<file path="src/rtl/ps2_pkg.sv">
// Shared types and constants for the PS/2 host transmitter and its line conditioning.
// No logic here; state encoding, error codes, frame length and the parity helper.
// Imported by ps2_host_tx; the scan-code receiver can import it too.
package ps2_pkg;

    typedef enum logic [3:0] {
        IDLE,
        INHIBIT,
        REQ,
        WAIT_CLK,
        SHIFT,
        ACK,
        WAIT_IDLE,
        DONE,
        ERR
    } state_t;

    localparam logic [1:0] ERR_NONE     = 2'd0;
    localparam logic [1:0] ERR_START_TO = 2'd1;
    localparam logic [1:0] ERR_PKT_TO   = 2'd2;
    localparam logic [1:0] ERR_NACK     = 2'd3;

    // start + 8 data + parity + stop
    localparam int FRAME_LEN = 11;

    function automatic logic odd_parity(input logic [7:0] d);
        return ~^d;
    endfunction

endpackage

</file>
<file path="src/rtl/ps2_line_filter.sv">
// Conditions one asynchronous PS/2 pin: 2-FF synchronizer, then a run-length glitch filter.
// Latency: 2 sync cycles + FILTER_LEN matching samples before the filtered level flips.
// No backpressure; free-running, reset level is 1 (idle bus).
module ps2_line_filter #(
    parameter int FILTER_LEN = 8
) (
    input  logic clk,
    input  logic nreset,
    input  logic pin,
    output logic level
);

    localparam int CW = $clog2(FILTER_LEN) + 1;

    logic          sync1;
    logic          sync2;
    logic [CW-1:0] cnt;

    // cnt counts consecutive samples disagreeing with the current filtered level
    always_ff @(posedge clk or negedge nreset) begin
        if (!nreset) begin
            sync1 <= 1'b1;
            sync2 <= 1'b1;
            cnt   <= '0;
            level <= 1'b1;
        end else begin
            sync1 <= pin;
            sync2 <= sync1;
            if (sync2 == level) begin
                cnt <= '0;
            end else if (cnt == CW'(FILTER_LEN - 1)) begin
                level <= sync2;
                cnt   <= '0;
            end else begin
                cnt <= cnt + 1'b1;
            end
        end
    end

endmodule

</file>
<file path="src/rtl/ps2_host_tx.sv">
// PS/2 host-to-device transmitter: sends one command byte with odd parity and checks the device ack.
// Latency: INHIBIT_CYCLES + 1 cycles of host request, then paced by the device clock (11 falls).
// Backpressure: start is accepted only while busy=0; requests during a transfer are dropped.
module ps2_host_tx
    import ps2_pkg::*;
#(
    parameter int INHIBIT_CYCLES = 5000,
    parameter int START_TIMEOUT  = 750000,
    parameter int PACKET_TIMEOUT = 100000,
    parameter int FILTER_LEN     = 8
) (
    input  logic       clk,
    input  logic       nreset,
    input  logic       start,
    input  logic [7:0] tx_data,
    output logic       busy,
    output logic       done,
    output logic       error,
    output logic [1:0] err_code,
    output logic       rx_inhibit,
    input  logic       ps2_clk_in,
    input  logic       ps2_data_in,
    output logic       ps2_clk_oe,
    output logic       ps2_data_oe
);

    localparam int IW = $clog2(INHIBIT_CYCLES) + 1;
    localparam int SW = $clog2(START_TIMEOUT) + 1;
    localparam int PW = $clog2(PACKET_TIMEOUT) + 1;

    state_t               state;
    state_t               state_nxt;
    logic [1:0]           err_nxt;
    logic [IW-1:0]        inh_cnt;
    logic [SW-1:0]        start_cnt;
    logic [PW-1:0]        pkt_cnt;
    logic [FRAME_LEN-2:0] frame;
    logic [3:0]           bit_idx;
    logic                 cur_bit;
    logic                 clk_f;
    logic                 data_f;
    logic                 clk_prev;
    logic                 fall;
    logic                 accept;
    logic                 inh_end;
    logic                 start_to;
    logic                 pkt_to;
    logic                 in_pkt;

    ps2_line_filter #(.FILTER_LEN(FILTER_LEN)) u_clk_filt (
        .clk    (clk),
        .nreset (nreset),
        .pin    (ps2_clk_in),
        .level  (clk_f)
    );

    ps2_line_filter #(.FILTER_LEN(FILTER_LEN)) u_data_filt (
        .clk    (clk),
        .nreset (nreset),
        .pin    (ps2_data_in),
        .level  (data_f)
    );

    assign fall     = clk_prev & ~clk_f;
    assign accept   = (state == IDLE) && start;
    assign in_pkt   = (state == SHIFT) || (state == ACK) || (state == WAIT_IDLE);
    assign inh_end  = inh_cnt == IW'(INHIBIT_CYCLES - 1);
    assign start_to = start_cnt == SW'(START_TIMEOUT - 1);
    assign pkt_to   = pkt_cnt == PW'(PACKET_TIMEOUT - 1);

    always_ff @(posedge clk or negedge nreset) begin
        if (!nreset) begin
            state <= IDLE;
        end else begin
            state <= state_nxt;
        end
    end

    always_comb begin
        state_nxt = state;
        err_nxt   = ERR_NONE;
        case (state)
            IDLE:     if (start) state_nxt = INHIBIT;
            INHIBIT:  if (inh_end) state_nxt = REQ;
            REQ:      state_nxt = WAIT_CLK;
            WAIT_CLK: begin
                if (fall) begin
                    state_nxt = SHIFT;
                end else if (start_to) begin
                    state_nxt = ERR;
                    err_nxt   = ERR_START_TO;
                end
            end
            SHIFT: begin
                if (pkt_to) begin
                    state_nxt = ERR;
                    err_nxt   = ERR_PKT_TO;
                end else if (fall && bit_idx == 4'(FRAME_LEN - 2)) begin
                    state_nxt = ACK;
                end
            end
            ACK: begin
                if (pkt_to) begin
                    state_nxt = ERR;
                    err_nxt   = ERR_PKT_TO;
                end else if (fall) begin
                    if (data_f) begin
                        state_nxt = ERR;
                        err_nxt   = ERR_NACK;
                    end else begin
                        state_nxt = WAIT_IDLE;
                    end
                end
            end
            WAIT_IDLE: begin
                if (pkt_to) begin
                    state_nxt = ERR;
                    err_nxt   = ERR_PKT_TO;
                end else if (clk_f && data_f) begin
                    state_nxt = DONE;
                end
            end
            DONE:    state_nxt = IDLE;
            ERR:     state_nxt = IDLE;
            default: state_nxt = IDLE;
        endcase
    end

    always_comb begin
        busy        = state != IDLE;
        rx_inhibit  = state != IDLE;
        done        = state == DONE;
        error       = state == ERR;
        ps2_clk_oe  = (state == INHIBIT) || (state == REQ);
        ps2_data_oe = 1'b0;
        case (state)
            REQ, WAIT_CLK: ps2_data_oe = 1'b1;
            SHIFT:         ps2_data_oe = ~cur_bit;
            default:       ps2_data_oe = 1'b0;
        endcase
    end

    // Counters clear outside their own phase, so entering a phase starts them at zero
    always_ff @(posedge clk or negedge nreset) begin
        if (!nreset) begin
            inh_cnt   <= '0;
            start_cnt <= '0;
            pkt_cnt   <= '0;
            clk_prev  <= 1'b1;
            frame     <= '1;
            bit_idx   <= '0;
            cur_bit   <= 1'b1;
            err_code  <= ERR_NONE;
        end else begin
            clk_prev  <= clk_f;
            inh_cnt   <= (state != INHIBIT)  ? '0 : (&inh_cnt)   ? inh_cnt   : inh_cnt + 1'b1;
            start_cnt <= (state != WAIT_CLK) ? '0 : (&start_cnt) ? start_cnt : start_cnt + 1'b1;
            pkt_cnt   <= !in_pkt             ? '0 : (&pkt_cnt)   ? pkt_cnt   : pkt_cnt + 1'b1;
            if (accept) begin
                frame    <= {1'b1, odd_parity(tx_data), tx_data};
                bit_idx  <= '0;
                cur_bit  <= 1'b1;
                err_code <= ERR_NONE;
            end else begin
                if (fall && (state == WAIT_CLK || state == SHIFT)) begin
                    cur_bit <= frame[bit_idx];
                    bit_idx <= bit_idx + 4'd1;
                end
                if (state_nxt == ERR) begin
                    err_code <= err_nxt;
                end
            end
        end
    end

endmodule

</file>
<file path="config.mk">
export PLATFORM = sky130hd
export DESIGN_NAME = ps2_host_tx
export DESIGN_NICKNAME = d
export VERILOG_FILES = /design/src/rtl/ps2_pkg.sv /design/src/rtl/ps2_line_filter.sv /design/src/rtl/ps2_host_tx.sv
export SDC_FILE = /design/constraint.sdc
export NUM_CORES = 1
export LEC_CHECK = 0
export BUFFER_PORTS_ARGS = -buffer_cell sky130_fd_sc_hd__buf_2
export CORE_UTILIZATION = 37
export CTS_BUF_LIST = sky130_fd_sc_hd__clkbuf_8
export CTS_CLUSTER_SIZE = 12
export DETAILED_ROUTE_END_ITERATION = 6
export PLACE_DENSITY_LB_ADDON = 0.05
export SETUP_SLACK_MARGIN = 0.05
export SLEW_MARGIN = 20
export SYNTH_ARGS = -nofsm -noshare
export SYNTH_HDL_FRONTEND = slang
export SYNTH_SLANG_ARGS = --single-unit
</file>
<file path="constraint.sdc">
create_clock -name clk -period 2.5 [get_ports clk]
set_clock_uncertainty 0.2 [all_clocks]
set_input_delay 0.5 -clock clk [delete_from_list [all_inputs] [get_ports clk]]
set_output_delay 0.5 -clock clk [all_outputs]
set_load 0.005 [all_outputs]
</file>
# Word-level counts from Yosys, hierarchy flattened
# Cells that the tools add are included.
[word_totals]
ff_bits = 88
input_bits = 13
out_inout_bits = 8
[classes]
n_addsub = 6
n_lt_le_gt_ge = 1
eq_ne = 22
n_mux = 38
n_bitwise = 5
reduce_logical = 20
[ops]
columns = ["op", "n"]
rows = [
  ["$mux W4", 17],
  ["$mux W21", 2],
  ["$mux W18", 2],
  ["$mux W14", 2],
  ["$pmux W4 S7", 1],
  ["$eq A4 B3 Y1 const B", 6],
  ["$add A21 B1 Y21 const B", 1],
  ["$eq A21 B20 Y1 const B", 1],
  ["$reduce_and A21 Y1", 1],
  ["$add A18 B1 Y18 const B", 1],
  ["$eq A18 B17 Y1 const B", 1],
  ["$reduce_and A18 Y1", 1],
  ["$add A14 B1 Y14 const B", 1],
  ["$eq A14 B13 Y1 const B", 1],
  ["$reduce_and A14 Y1", 1],
  ["$add A4 B1 Y4 const B", 3],
  ["$eq A4 B4 Y1 const B", 3],
  ["$mux W2", 6],
  ["$eq A4 B2 Y1 const B", 2],
  ["$reduce_xnor A8 Y1", 1],
  ["$ne A2 B2 Y1 const B", 3],
  ["$pmux W2 S3", 1],
  ["$lt A4 B5 Y1 const B", 1],
  ["$mux W1", 5],
  ["other kinds (15)", 28],
]

# Longest topological paths before layout
[logic_depth]
depth_word = 9
mapped_depth = 8

# Modules after synthesis
# From an unflattened synthesis, not the netlist that was laid out.
[hier_totals]
hier_cells = 484
area_unflattened_um2 = 4655.7
[modules_own_cells]
columns = ["module", "instances", "cells_per_inst", "area_each_um2"]
rows = [
  ["ps2_host_tx", 1, 445, 4095.2],
  ["ps2_line_filter at u_data_filt", 1, 19, 289.0],
  ["ps2_line_filter at u_clk_filt", 1, 20, 271.5],
]

# Least setup slack after synthesis
# OpenSTA, ideal clock, no wires.
[synth_path]
kind = "flip-flop to flip-flop"
startpoint = "register start_cnt[4]"
endpoint = "register state[0]"
setup_ns = 0.137
t_arrival_ns = 1.862
slack_ns = 0.301
stages_incl_launch_ff = 5
n_path_buf = 0
synth_period_minus_slack_ns = 2.199
cell_sequence = "dfrtp_1 or4b_4 or4_4 o31ai_2 o211ai_1"
[synth_between]
elab_chain_len = 4
[synth_lines]
columns = ["item", "line_no", "text"]
rows = [
  ["from (decl)", "ps2_host_tx.sv:35", "logic [SW-1:0] start_cnt;"],
  ["from (signal assigned)", "ps2_host_tx.sv:157", "start_cnt <= (state != WAIT_CLK) ? '0 : (&start_cnt) ? start_cnt : start_cnt + 1'b1;"],
  ["$eq A21 B20 Y1", "ps2_host_tx.sv:68", "assign start_to = start_cnt == SW'(START_TIMEOUT - 1);"],
  ["$mux W4", "ps2_host_tx.sv:89", "end else if (start_to) begin"],
  ["$mux W4", "ps2_host_tx.sv:87", "if (fall) begin"],
  ["$pmux W4 S7", "ps2_host_tx.sv:82", "case (state)"],
  ["via state_nxt[0]", "ps2_host_tx.sv:32", "state_t state_nxt;"],
  ["to (signal assigned)", "ps2_host_tx.sv:75", "state <= state_nxt;"],
  ["to (decl)", "ps2_host_tx.sv:31", "state_t state;"],
]
# The timed path passes the listed nets, and every way through them passes these cells.
# A chain may end at the register's enable or synchronous reset.

# Final worst setup path
# Same ends and word-level chain as after synthesis.

==> flow_metrics.tcl <==
set metrics [dict create \
    synth_ff_type "dfrtp_1" \
    final_max_slew_viol_count 0 \
    n_fill_cell 1308 \
    track_usage_pct 17.90 \
    drc_errors 0 \
    cp.arrival_ns 2.38 \
    max_stage_delay_ns 0.57 \
    first_iter_violations 179 \
    netlist_top_cells_area "dfrtp_1 (36%), dfstp_2 (9.2%), nand2_1 (5.5%), mux2i_1 (3.5%), a21oi_1 (3.4%)" \
    root_buffer "clkbuf_8" \
    ys_warn_count 0 \
    vias 3982 \
    min_from "tx_data[5]" \
    nNetsFinal 564 \
    hold_path_class "in -> reg" \
    synth_xor_area_share_pct 2.338 \
    synth_nets 542 \
    crit_path_start_kind "flop" \
    syn_inst 522 \
    ant_nets 0 \
    synth_top_family_by_area "simple AND/OR/NAND/NOR gates" \
    cp_max_fo 7 \
    worstMarginPinSlew_ns 0.5555 \
    synth-simple-area-share_pct 28.20 \
    htreeDepth 3 \
    hold_viol_final 0 \
    drive_gt1_share_pct 14.03 \
    yosys_register_bits 88 \
    clk_latency_ns 0.38 \
    power_w 0.002922 \
    diodes 0 \
    fin_crit_ns 2.331 \
    slew_headroom_pct 62.58 \
    rsz0062_at_grt "no" \
    yosysTopAreaCellShare_pct 36.48 \
    routed_wl_um 11100 \
    cts_made_buffers 9 \
    core.rowCount 41 \
    fmax_ghz 0.4290 \
    synth_compound_area_share_pct 14.85 \
    synth_edf_count 0 \
    setup_viol 0 \
    place_congestion 0.7767 \
    cts_tree "built" \
    critical_path.startpoint "start_cnt[4]" \
    grt_pass1_wl_um 18730 \
    vias_per_cell 5.523 \
    syn2layout_area_growth_pct 11.92 \
    reg2reg_from "start_cnt[4]" \
    drv_cap 0 \
    grt_overflow 0 \
    synth_fa_ha_area_share_pct 1.798 \
    io_pins 21 \
    core-area_um2 12720 \
    status "finished, final reports clean" \
    synth_top_area_cell "dfrtp_1" \
    setup_tns_ns 0 \
    place_hpwl_um 7689 \
    critPathCaptureType "flop" \
    grt_max_degree 42 \
    crit_chain "or4b_4 > or4_4 > o31ai_2 > o211ai_1" \
    crit_required_ns 2.55 \
    syn_area_um2 4871 \
    min_period_over_period_pct 93.24 \
    fp.dieH_um 116.7 \
    clk_pin_slew_ns 0.09 \
    ys_types 59 \
    grt_pass1_vias 3743 \
    powerDensity_nw_per_um2 536.0 \
    dr.pass1.iters 4 \
    clock_sinks 88 \
    routedWlPerCell_um 15.39 \
    antenna_found_initial 0 \
    die_width_um 116.7 \
    crit_slowest_cell "or4b_4" \
    peakVddDrop_uv 193.5 \
    initial_core_util_pct 38.29 \
    portBuffers 20 \
    die_area_um2 13630 \
    clk_path_buf_depth 2 \
    syn_avg_cell_area_um2 9.331 \
    muxShareOfSynthArea_pct 4.418 \
    leakagePower_nw 2.149 \
    ys_async_sr_fraction_pct 100.0 \
    seq_area_frac_synth_pct 45.65 \
    path_class "reg -> reg" \
]
-- timing repair --
action                     in CTS  in global routing
setup buffers                   0                  0
hold endpoints to repair       28                  0
setup endpoints to repair       1                  1
gates resized for setup         1                  1
hold buffers                    3                  0
-- final cells by class --
| class | instances | area (um2) | share of cell area (%) |
|---|---|---|---|
| inverters | 8 | 30.03 | 0.5508 |
| flip-flops and latches | 88 | 2223 | 40.78 |
| well taps | 172 | 215.2 | 3.948 |
| repair buffers | 35 | 235.2 | 4.315 |
| multi-input cells | 402 | 2527 | 46.36 |
| clock buffers | 10 | 137.6 | 2.525 |
| clock inverters | 6 | 82.58 | 1.515 |
-- cell usage after synthesis, types with 9 or more instances --
| cell | instances |
|---|---|
| nand2_1 | 72 |
| dfrtp_1 | 71 |
| a21oi_1 | 33 |
| nand3_1 | 28 |
| o21ai_0 | 27 |
| nor2_1 | 22 |
| nand2b_1 | 18 |
| dfstp_2 | 17 |
| mux2i_1 | 17 |
| clkbuf_1 | 15 |
| nor3_1 | 15 |
| and4_1 | 13 |
| nand4_1 | 11 |
| nor4_1 | 11 |
| xnor2_1 | 10 |
| nor2b_1 | 9 |
| or4_1 | 9 |
-- layer usage --
| layer | up-vias | global-route usage, % | part of all wire (%) |
|---|---|---|---|
| met5 | - | 0 | 0 |
| met2 | 47 | 28.21 | 46 |
| met4 | 0 | 8.608 | 2.2 |
| met3 | 16 | 2.750 | 2.3 |
| li1 | 1985 | - | - |
| met1 | 1934 | 24.10 | 50 |
-- layout by cell type, fill, tap and decap left out, types with 8 or more instances in the layout --
cell type / synthesis / routed
nand2_1: 72 / 72
nor3_1: 15 / 14
nor2b_1: 9 / 9
xnor2_1: 10 / 10
nand3_1: 28 / 28
and4_1: 13 / 13
nand2b_1: 18 / 18
dfstp_2: 17 / 17
mux2i_1: 17 / 17
nor4_1: 11 / 11
or4_1: 9 / 9
clkbuf_8: 0 / 10
buf_2: 8 / 19
nor2_1: 22 / 21
buf_4: 1 / 12
dfrtp_1: 71 / 71
inv_1: 8 / 8
o21ai_0: 27 / 27
a21oi_1: 33 / 33
nand4_1: 11 / 11
-- state kept, by name (all words and copies together) (netlist names) --
| name | count |
|---|---|
| cur_bit | 1 |
| u_data_filt.sync2 | 1 |
| u_clk_filt.cnt | 4 |
| u_clk_filt.sync2 | 1 |
| u_data_filt.cnt | 4 |
| u_clk_filt.sync1 | 1 |
| u_clk_filt.level | 1 |
| err_code | 2 |
| frame | 9 |
| state | 4 |
| u_data_filt.level | 1 |
| pkt_cnt | 18 |
| u_data_filt.sync1 | 1 |
| clk_prev | 1 |
| inh_cnt | 14 |
| start_cnt | 21 |
| bit_idx | 4 |
-- power by group --
group,switching (W),leakage (nW),internal (W),total [W]
sequential,0.0000612,1.11,0.00150,0.00156
combinational,0.000125,0.924,0.000112,0.000237
clock,0.000536,0.112,0.000585,0.00112
-- worst paths after layout --
kind | endpoint | cells past startpoint | slack [ns]
worst max-delay path | state[0] | 4 | 0.17
worst min-delay path | frame[5] | 3 | 0.12
worst max register to register | state[0] | 4 | 0.17
worst min register to register | u_data_filt.sync2 | 0 | 0.15
max in group asynchronous | u_data_filt.sync1 | 3 | 1.01
min in group asynchronous | u_clk_filt.cnt[1] | 2 | 0.44
-- cell families (layout without fill, tap and decap cells) --
logic type      count (synthesis)  after routing
compound gates                112            112
buf+inv                        32             59
xor+xnor                       13             13
fa+ha+maj                       7              7
flops                          88             88
mux                            20             20
simple gates                  250            250
-- critical path, delay by kind of cell, from the launching register on --
| family | cells | cell delay, ns |
|---|---|---|
| and+or+nand+nor | 2 | 1.13 |
| DFF | 1 | 0.46 |
| AOI/OAI and AO/OA | 2 | 0.42 |
-- per-stage QoR --
step / util, % / hold WS (ns) / cells / cell area [um2] / setup WS (ns)
finish: 42.85 / 0.1230 / 721 / 5451 / 0.1691
global route: 42.85 / 0.1155 / 721 / 5451 / 0.07022
CTS: 42.85 / 0.1039 / 721 / 5451 / 0.06651
detailed placement: 40.86 / 0.1476 / 702 / 5199 / 0.1781
global placement: 40.86 / 0.1458 / 702 / 5199 / 0.2250
floorplan: - / 0.004409 / 522 / 4871 / 0.3011
Note: power is estimated with default switching activity, not from simulation.
